`src/rtl/mem_stage.sv`:
```
// rtl/mem_stage.sv - RV32 memory stage: data-cache request/response sequencing with store lane formatting.
// Forwards raw load words to writeback; load masking and sign extension happen downstream.
module mem_stage #(
  parameter int XLEN   = 32,
  parameter int MASK_W = 4
) (
  input  logic              clk,
  input  logic              reset_n,
  input  logic              ex_valid,
  output logic              ex_ready,
  input  logic [XLEN-1:0]   ex_pc,
  input  logic [XLEN-1:0]   ex_alu_result,
  input  logic [XLEN-1:0]   ex_rs2,
  input  logic [2:0]        ex_funct3,
  input  logic [4:0]        ex_rd,
  input  logic              ex_reg_we,
  input  logic              ex_mem_rr,
  input  logic              ex_mem_we,
  input  logic              ex_do_jump,
  output logic              dcache_req_valid,
  input  logic              dcache_req_ready,
  output logic [XLEN-1:0]   dcache_addr,
  output logic              dcache_re,
  output logic [MASK_W-1:0] dcache_we,
  output logic [XLEN-1:0]   dcache_din,
  input  logic              dcache_resp_valid,
  input  logic [XLEN-1:0]   dcache_dout,
  output logic              wb_valid,
  output logic [XLEN-1:0]   wb_pc,
  output logic [XLEN-1:0]   wb_alu_result,
  output logic [XLEN-1:0]   wb_dcache_dout,
  output logic [2:0]        wb_funct3,
  output logic [4:0]        wb_rd,
  output logic              wb_reg_we,
  output logic              wb_mem_rr,
  output logic              wb_do_jump,
  output logic              wb_misaligned
);

  typedef enum logic [1:0] {IDLE, REQ, WAIT_RESP} state_t;

  typedef struct packed {
    logic [XLEN-1:0] pc;
    logic [XLEN-1:0] alu;
    logic [2:0]      funct3;
    logic [4:0]      rd;
    logic            reg_we;
    logic            mem_rr;
    logic            do_jump;
  } fields_t;

  state_t            state;
  fields_t           ex_f;
  fields_t           hold;
  fields_t           wb_q;
  logic              hold_store;
  logic              mem_op;
  logic              misaligned;
  logic [XLEN-1:0]   st_din;
  logic [MASK_W-1:0] st_we;

  // A request with both load and store flags is treated as a store.
  always_comb begin
    ex_f.pc      = ex_pc;
    ex_f.alu     = ex_alu_result;
    ex_f.funct3  = ex_funct3;
    ex_f.rd      = ex_rd;
    ex_f.reg_we  = ex_reg_we;
    ex_f.mem_rr  = ex_mem_rr & ~ex_mem_we;
    ex_f.do_jump = ex_do_jump;
  end

  assign mem_op     = ex_mem_rr | ex_mem_we;
  assign misaligned = mem_op &
                      (((ex_funct3[1:0] == 2'b01) && ex_alu_result[0]) ||
                       ((ex_funct3[1:0] == 2'b10) && (ex_alu_result[1:0] != 2'b00)));

  always_comb begin
    st_din = ex_rs2;
    st_we  = 4'b1111;
    case (ex_funct3[1:0])
      2'b00: begin
        st_din = {4{ex_rs2[7:0]}};
        st_we  = 4'b0001 << ex_alu_result[1:0];
      end
      2'b01: begin
        st_din = {2{ex_rs2[15:0]}};
        st_we  = ex_alu_result[1] ? 4'b1100 : 4'b0011;
      end
      default: begin
        st_din = ex_rs2;
        st_we  = 4'b1111;
      end
    endcase
  end

  always_ff @(posedge clk or negedge reset_n) begin
    if (!reset_n) begin
      state            <= IDLE;
      hold             <= '0;
      hold_store       <= 1'b0;
      wb_q             <= '0;
      wb_valid         <= 1'b0;
      wb_dcache_dout   <= '0;
      wb_misaligned    <= 1'b0;
      dcache_req_valid <= 1'b0;
      dcache_addr      <= '0;
      dcache_re        <= 1'b0;
      dcache_we        <= '0;
      dcache_din       <= '0;
    end else begin
      wb_valid <= 1'b0;
      case (state)
        IDLE: begin
          if (ex_valid) begin
            hold       <= ex_f;
            hold_store <= ex_mem_we;
            if (misaligned) begin
              wb_valid      <= 1'b1;
              wb_q          <= ex_f;
              wb_q.reg_we   <= 1'b0;
              wb_misaligned <= 1'b1;
            end else if (mem_op) begin
              state            <= REQ;
              dcache_req_valid <= 1'b1;
              dcache_addr      <= {ex_alu_result[XLEN-1:2], 2'b00};
              dcache_re        <= ~ex_mem_we;
              dcache_we        <= ex_mem_we ? st_we : '0;
              dcache_din       <= st_din;
            end else begin
              wb_valid      <= 1'b1;
              wb_q          <= ex_f;
              wb_misaligned <= 1'b0;
            end
          end
        end
        REQ: begin
          if (dcache_req_ready) begin
            dcache_req_valid <= 1'b0;
            dcache_re        <= 1'b0;
            dcache_we        <= '0;
            if (hold_store) begin
              state         <= IDLE;
              wb_valid      <= 1'b1;
              wb_q          <= hold;
              wb_misaligned <= 1'b0;
            end else begin
              state <= WAIT_RESP;
            end
          end
        end
        WAIT_RESP: begin
          if (dcache_resp_valid) begin
            state          <= IDLE;
            wb_valid       <= 1'b1;
            wb_q           <= hold;
            wb_dcache_dout <= dcache_dout;
            wb_misaligned  <= 1'b0;
          end
        end
        default: state <= IDLE;
      endcase
    end
  end

  assign ex_ready      = (state == IDLE);
  assign wb_pc         = wb_q.pc;
  assign wb_alu_result = wb_q.alu;
  assign wb_funct3     = wb_q.funct3;
  assign wb_rd         = wb_q.rd;
  assign wb_reg_we     = wb_valid & wb_q.reg_we;
  assign wb_mem_rr     = wb_q.mem_rr;
  assign wb_do_jump    = wb_q.do_jump;

endmodule

```
`config.mk`:
```
export PLATFORM = sky130hd
export DESIGN_NAME = mem_stage
export DESIGN_NICKNAME = d
export VERILOG_FILES = /design/src/rtl/mem_stage.sv
export SDC_FILE = /design/constraint.sdc
export NUM_CORES = 1
export LEC_CHECK = 0
export BUFFER_PORTS_ARGS = -buffer_cell sky130_fd_sc_hd__buf_2
export CORE_MARGIN = 8
export CORE_UTILIZATION = 52
export DETAILED_ROUTE_END_ITERATION = 16
export MAX_ROUTING_LAYER = met4
export PLACE_DENSITY = 0.8
export SYNTH_ARGS = -nofsm -noshare
export SYNTH_HDL_FRONTEND = slang
export SYNTH_SLANG_ARGS = --single-unit
export TNS_END_PERCENT = 10
```
`constraint.sdc`:
```
create_clock -name clk -period 2.91 [get_ports clk]
set_input_delay 0.4365 -clock clk [delete_from_list [all_inputs] [get_ports clk]]
set_output_delay 0.4365 -clock clk [all_outputs]
set_load 0.005 [all_outputs]
```
After elaboration in Yosys (flattened, before gate mapping):

Index checks and enable logic that the tools add are counted.

* bitwise gates (word level): 6
* reduce and logical (&&, ||, !) cells: 14
* muxes and demuxes: 46
* equal/unequal tests: 11
* shift-type cells: 1

Operator list (number)
* two-way mux 75 bit: 6
* case mux 75 bit (3 select lines): 1
* case mux 32 bit (2 select lines): 1
* two-way mux 4 bit: 6
* two-way mux 1 bit: 19
* case mux 4 bit (2 select lines): 2
* two-way mux 2 bit: 6
* inequality test 2 bit, second input constant: 5
* AND reduction 5 bit: 2
* case mux 1 bit (3 select lines): 2
* case mux 2 bit (3 select lines): 1
* AND reduction 6 bit: 1
* == test 2 x 1 -> 1 bit, second input constant: 2
* == test 2 bit, second input constant: 2
* logical NOT 2 bit: 2
* case mux 1 bit (2 select lines): 2
* AND reduction 2 bit: 2
* AND reduction 4 bit: 1
* nonzero test 2 bit: 2
* left shift 1 x 2 -> 4 bit, first input constant: 1
* AND 1 bit: 3
* inequality test 3 x 2 -> 1 bit, second input constant: 1
* nonzero test 3 bit: 1
* logical AND 1 bit: 2
* 4 further kinds: 5

* register bits: 255

Logic depth before layout (Yosys ltp):

Gate-level depths: netlist of run 1.

* word-level depth: 7
* depth in mapped cells: 8

Worst setup path after synthesis of run 1:

OpenSTA, ideal clock, no wires.

* path kind: register to register
* from: register state[0]
* to: register wb_q (netlist bit wb_pc[22])
* arrival time: 2204 ps
* path buffers: 3
* required time: 2783 ps
* library setup time: 127 ps
* period minus slack after synthesis: 2331 ps
* cell stages (with the launch flop): 8
* slack: 579 ps
* path through: dfrtp_1 -> inv_1 -> ha_1 -> clkbuf_1 -> clkbuf_1 -> clkbuf_1 -> mux2_2 -> mux2_1

* cells in the longest elaborated chain, start to end: 3
* elaborated cells on any way between the ends: 11
* classes of those cells: 7 x eq/ne; 1 x mux; 3 x reduce/logical

Ends and longest elaborated chain
* from (decl): RTL line 52 `state_t state;`
* from (signal assigned): RTL line 99 `state <= IDLE;`
* from (signal assigned): RTL line 124 `state <= REQ;`
* from (signal assigned): RTL line 143 `state <= IDLE;`
* == test 2 x 1 -> 1 bit (tied with other cells): RTL line 113 `case (state)`
* inequality test 2 bit (no source line) (tied with other cells)
* AND reduction 6 bit (no source line)
* to (signal assigned): RTL line 145 `wb_q <= hold;`
* to (signal assigned): RTL line 156 `wb_q <= hold;`
* to (decl): RTL line 55 `fields_t wb_q;`

Several ways; a longest one is shown, not always the timed one.
A chain may end at the register's enable or synchronous reset.

Worst setup path in the final report of run 1:

* from: register state[1]
* to: register wb_q (netlist bit wb_alu_result[26])

Same word-level chain as after synthesis.

==> reports/results.ini, run 1 <==
[run_status]
outcome = complete, no violations

[setup_path]
cp_max_fo = 31
cp.required_ns = 3.31
worst_setup_path_start_kind = register
r2r.worst_path.cells = 7
crit_end = wb_alu_result[26]
ff2ff_setup_slack_ns = 0.57
endpoint_kind = register
criticalPathCategory = reg2reg
crit_arrival_ns = 2.74
worstReg2RegEnd = wb_alu_result[26]
r2r_start = state[1]
critPathLaunch = state[1]

[sta]
skew_ns = 0.0144
period_share_pct = 80.3
tightest_slew_ns = 0.600
fmax_mhz = 428
final-hold-violation-count = 0
min_period_ns = 2.34
maxSlewHeadroom_pct = 60.0
finalSetupViolations = 0
setup_tns_ns = 0
rsz0062_at_grt = no
whs_ns = 0.138
slew_violations = 0

[global_routing]
grt_pass1_vias = 8013
grt_use_total_pct = 20.4
gr-total-overflow = 0
antenna_found_initial = 3
grt_max_degree = 102
grt_pass1_wl_mm = 42.5

[synth]
synth_mux_area_share_pct = 32.5
yosysTopAreaCell = dfrtp_1
syn_avg_cell_area_sq_um = 14.1
synth-adder-area-share_pct = 0.548
synth_cell_types = 32
ys_ff_latch = 255
synth_edf_count = 0
synth_area_sq_um = 11400
synth_area_leaders = dfrtp_1 56%, mux2_2 26%, buf_4 4.9%
syn-instance-count = 810
synth_xor_area_share_pct = 0
synth.most_common_cell = mux2_2
synth_compound_area_share_pct = 2.17
yosys.area_share.simple_pct = 1.90
synth-warning-count = 0
synth.yosys.seq_area_share_pct = 55.9
synth_common_cells = 267 x mux2_2, 255 x dfrtp_1, 75 x buf_4, 39 x mux2_1, 27 x mux2i_1
ys.flop_type = dfrtp_1
synth_top_family_by_area = multiplexers
synth_top_area_share_pct = 55.9
synth-async-reset-ratio_pct = 100

[routing]
routed.top_layer = met4
viasPerCell = 5.19
wl_met1_mm = 10.7
wire_per_inst_microns = 19.7
drt_iter0_markers = 371
routed_wl_mm = 26.9
first_pass_iters = 4
wl_met3_mm = 2.07
ant_nets = 0
vias = 7081
drcViolationCount = 0
wl_met2_mm = 13.6

[power]
p_total_mw = 16.6
p_leak_nw = 6.57
p_per_area_nw_per_um2 = 1200
ir_worst_vdd_uv = 741

[clock_tree]
clk_pin_slew_ns = 0.06
clockBufferDepth = 3
cts_buffers = 28
cts.sink_count = 255
cts-htree-levels = 1
clkLatencyLatePin_ns = 0.52
cts_tree = built
cts_resized = 0
hold_buffers = 1
postCtsSetupBuffers = 0
cts_root_buffer = clkbuf_16

[run]
cap_viol_max_count = 0

[die]
io_pins = 325
dieArea_sq_um = 27000
start_util_pct = 52.6
core_area_sq_um = 21700
rows = 54
die_x_microns = 164
fp.dieH_microns = 164

[place]
hpwl_mm = 19.5
place_inst = 1312
gp_congestion = 0.793
port_buffers = 322

[finish]
syn2layout_area_growth_pct = 21.0
fillers = 1616
layoutNonFillerInstCount = 1365
final_util_pct = 63.7
final_layout_size_suffix_gt1_share_pct = 60.6
final_nets = 1213

[min_path]
hold_path.class = in2reg

worst min-delay path by stage:
stage / from / to / slack, ns / cells after the start
final: dcache_dout[20] / wb_dcache_dout[20] / 0.14 / 2
after floorplan: reset_n / dcache_addr[10] / 0.14 / 0
after global placement: reset_n / hold[52] / 0.33 / 1
after global routing: dcache_dout[26] / wb_dcache_dout[26] / 0.12 / 2
after detailed placement: reset_n / hold[52] / 0.32 / 1
after CTS: dcache_dout[20] / wb_dcache_dout[20] / 0.11 / 2
routing by layer:
metal  vias to the layer above  GRT usage (%)
li1                       3277              -
met1                      3529           23.5
met2                       232           34.3
met3                        43           5.71
met4                         0           5.70
met5                         -              -
stage by stage:
| step | worst slack, ns | cell area (sq um) |
|---|---|---|
| after floorplan | 0.579 | 11400 |
| after detailed placement | 0.492 | 12800 |
| after global placement | 0.517 | 12800 |
| final | 0.574 | 13800 |
| after global routing | 0.398 | 13800 |
| after CTS | 0.553 | 13800 |
final cells by class:
| cell class | instances | area (sq um) | area share, % |
|---|---|---|---|
| sequential | 255 | 6380 | 46.2 |
| multi-input combinational | 432 | 4290 | 31.0 |
| timing repair buffer | 338 | 1810 | 13.1 |
| clock buffer | 41 | 871 | 6.30 |
| tap | 280 | 350 | 2.53 |
| clock inverter | 7 | 85.1 | 0.616 |
| inverter | 8 | 30.0 | 0.217 |
| antenna | 4 | 10.0 | 0.0724 |
critical path, stage by stage, from the launching register on:
cell and delay, ns:
dfrtp_1 0.39, inv_1 0.11, ha_1 0.27, nor2b_1 0.17, a221oi_1 0.43, o211ai_4 0.16
buf_4 0.30, mux2_1 0.37
cells in the final DEF (no fill, tap or decap), types with 2 or more instances in the layout:
cell,netlist,layout
buf_2,11,321
mux2_2,267,267
dfrtp_1,255,255
mux2_1,39,39
clkbuf_16,0,29
mux2i_1,27,27
nor2_1,23,23
a21oi_1,19,19
nand2_1,15,14
o21ai_0,14,14
clkbuf_8,0,10
buf_4,75,10
inv_1,8,8
nor2b_1,5,5
clkinv_2,0,5
buf_12,0,5
diode_2,0,4
ha_1,5,4
nand3_1,2,2
conb_1,1,2
bufinv_16,0,2
clkbuf_1,15,2
flip-flops by register name, summed over array words and instances (netlist names), 2 cells and up:
name / count
dcache_addr: 30
state: 2
dcache_din: 32
wb_rd: 5
wb_dcache_dout: 32
dcache_we: 4
wb_funct3: 3
hold: 75
wb_alu_result: 32
wb_pc: 32
cells by family (layout without fill, tap and decap cells):
logic type / Yosys count / count (layout)
AND/OR/NAND/NOR: 50 / 50
adder cells (fa/ha/maj): 5 / 5
flip-flops: 255 / 255
AO/OA/AOI/OAI: 42 / 42
buffers and inverters: 124 / 394
other: 1 / 6
multiplexers: 333 / 333
where the power goes:
part	switching [mW]	total (mW)	internal [mW]
Clock	1.35	3.57	2.22
Sequential	0.904	6.31	5.40
Combinational	2.84	6.68	3.84
(Power assumes the default switching activity.)
==> run 2: changes to the inputs <==
- clock period: 2.91 -> 2.2 ns (I/O delays scaled with it)
==> reports/results.ini, run 2 (synthesized netlist as in run 1, its figures left out) <==
[run_status]
outcome = complete, no violations

[routing]
drt_iter0_markers = 261
wire_per_inst_microns = 19.6
vias = 7148
first_pass_iters = 4
routed_wl_mm = 27.1
viasPerCell = 5.17
ant_nets = 0
drcViolationCount = 0

[global_routing]
antenna_found_initial = 1
gr-total-overflow = 0
grt_use_total_pct = 20.5
grt_pass1_vias = 8054
grt_max_degree = 62
grt_pass1_wl_mm = 42.9

[clock_tree]
clockBufferDepth = 3
cts_root_buffer = clkbuf_16
cts_buffers = 27
clkLatencyLatePin_ns = 0.52
cts_tree = built
cts-htree-levels = 1
cts.sink_count = 255
clk_pin_slew_ns = 0.06

[die]
dieArea_sq_um = 27000
start_util_pct = 52.6
core_area_sq_um = 21700
rows = 54
fp.dieH_microns = 164
io_pins = 325
die_x_microns = 164

[power]
p_seq_share_pct = 37.9
p_per_area_nw_per_um2 = 1580
ir_worst_vdd_uv = 917
p_sw_mw = 6.80
pwr-share-clk_pct = 20.3
p_int_mw = 15.2
p_total_mw = 22.0
switching_share_pct = 30.9
p_leak_nw = 6.66
p_comb_share_pct = 41.8

[sta]
min_period_ns = 2.11
skew_ns = 0.0127
rsz0062_at_grt = yes
final-hold-violation-count = 0
finalSetupViolations = 0
fmax_mhz = 474
tightest_slew_ns = 0.501
period_share_pct = 95.8
slew_violations = 0
maxSlewHeadroom_pct = 66.6

[setup_path]
endpoint_kind = register
worst_setup_path_start_kind = register
cp_slowest_cell = dfrtp_1
crit_buf_inv = 2
crit_arrival_ns = 2.50
max_stage_delay_ns = 0.41
criticalPathCategory = reg2reg
cp_max_fo = 30
critPathTopFamily = buffers and inverters
cp.required_ns = 2.60
path_cells = inv_1 -> ha_4 -> o211ai_1 -> a211oi_4 -> buf_4 -> mux2_2

[finish]
final_util_pct = 64.5
fillers = 1602
final_nets = 1231
layoutNonFillerInstCount = 1383
regMostFlops = hold
final_layout_size_suffix_gt1_share_pct = 60.9
fin_area_sq_um = 14000
final_common_cell = buf_2
syn2layout_area_growth_pct = 22.4
layout_common_cells = 321 x buf_2, 267 x mux2_2, 255 x dfrtp_1
largest_reg_flops = 75

[place]
hpwl_mm = 19.9
gp_congestion = 0.843
port_buffers = 322
place_inst = 1330
placed_area_sq_um = 13100

[min_path]
hold_path.class = in2reg

[run]
cap_viol_max_count = 0

[run 2: cell count changes in the layout (fill, tap and decap cells not counted)]
cell and change:
buf_12 +7, buf_4 +12, bufinv_16 -1, clkbuf_1 +4, clkbuf_16 -2, diode_2 -2
[run 2: repair_timing]
action | in CTS | in global routing
endpoints found under the setup margin | 0 | 58
gates resized for setup | 0 | 0
buffers inserted | 0 | 1
hold buffers | 1 | 0
hold endpoints to repair | 53 | 0
[run 2: stage by stage]
step / setup slack (ns) / setup TNS [ns] / hold WS [ns]
final: 0.0914 / 0 / 0.0353
after global placement: 0.128 / 0 / 0.309
after CTS: 0.0746 / 0 / 0.0149
after floorplan: 0.118 / 0 / 0.0344
after global routing: -0.0361 / -0.802 / 0.0104
after detailed placement: 0.0871 / 0 / 0.308
[run 2: path summary, 6_finish.rpt]
check                                     from                end  slack (ns)  cells past startpoint
worst max-delay path                  state[0]      dcache_din[6]        0.09                      6
worst min-delay path            dcache_dout[1]  wb_dcache_dout[1]        0.04                      2
worst max register to register        state[0]      dcache_din[6]        0.09                      6
worst min register to register         hold[1]            hold[1]        0.49                      2
min in group asynchronous              reset_n           hold[50]        0.35                      2
max in group asynchronous              reset_n           hold[27]        1.10                      3
[run 2: final cells by class]
| class | instances | area (sq um) | area share (%) |
|---|---|---|---|
| flip-flops and latches | 255 | 6380 | 45.6 |
| well taps | 280 | 350 | 2.51 |
| multi-input cells | 432 | 4290 | 30.7 |
| inverters | 8 | 30.0 | 0.215 |
| clock inverters | 6 | 55.1 | 0.394 |
| repair buffers | 357 | 2040 | 14.6 |
| diodes | 2 | 5.00 | 0.0358 |
| clock buffers | 43 | 836 | 5.98 |
[run 2: power groups by stage]
stage,Clock [mW],Sequential (mW),Combinational (mW)
floorplan,0,8.20,6.60
global placement,0,8.28,9.07
detailed placement,0,8.42,9.35
CTS,4.58,8.37,9.40
global route,4.77,8.67,10.0
finish,4.47,8.36,9.20
[run 2: per-layer routing]
layer / global-route usage, % / share of wire [%] / up-vias / wire length (microns)
met4: 4.92 / 2.2 / 0 / 593
met3: 5.21 / 7.9 / 39 / 2130
met5: - / 0 / - / 0
met2: 34.8 / 50 / 234 / 13500
met1: 24.0 / 40 / 3574 / 10800
li1: - / - / 3301 / -
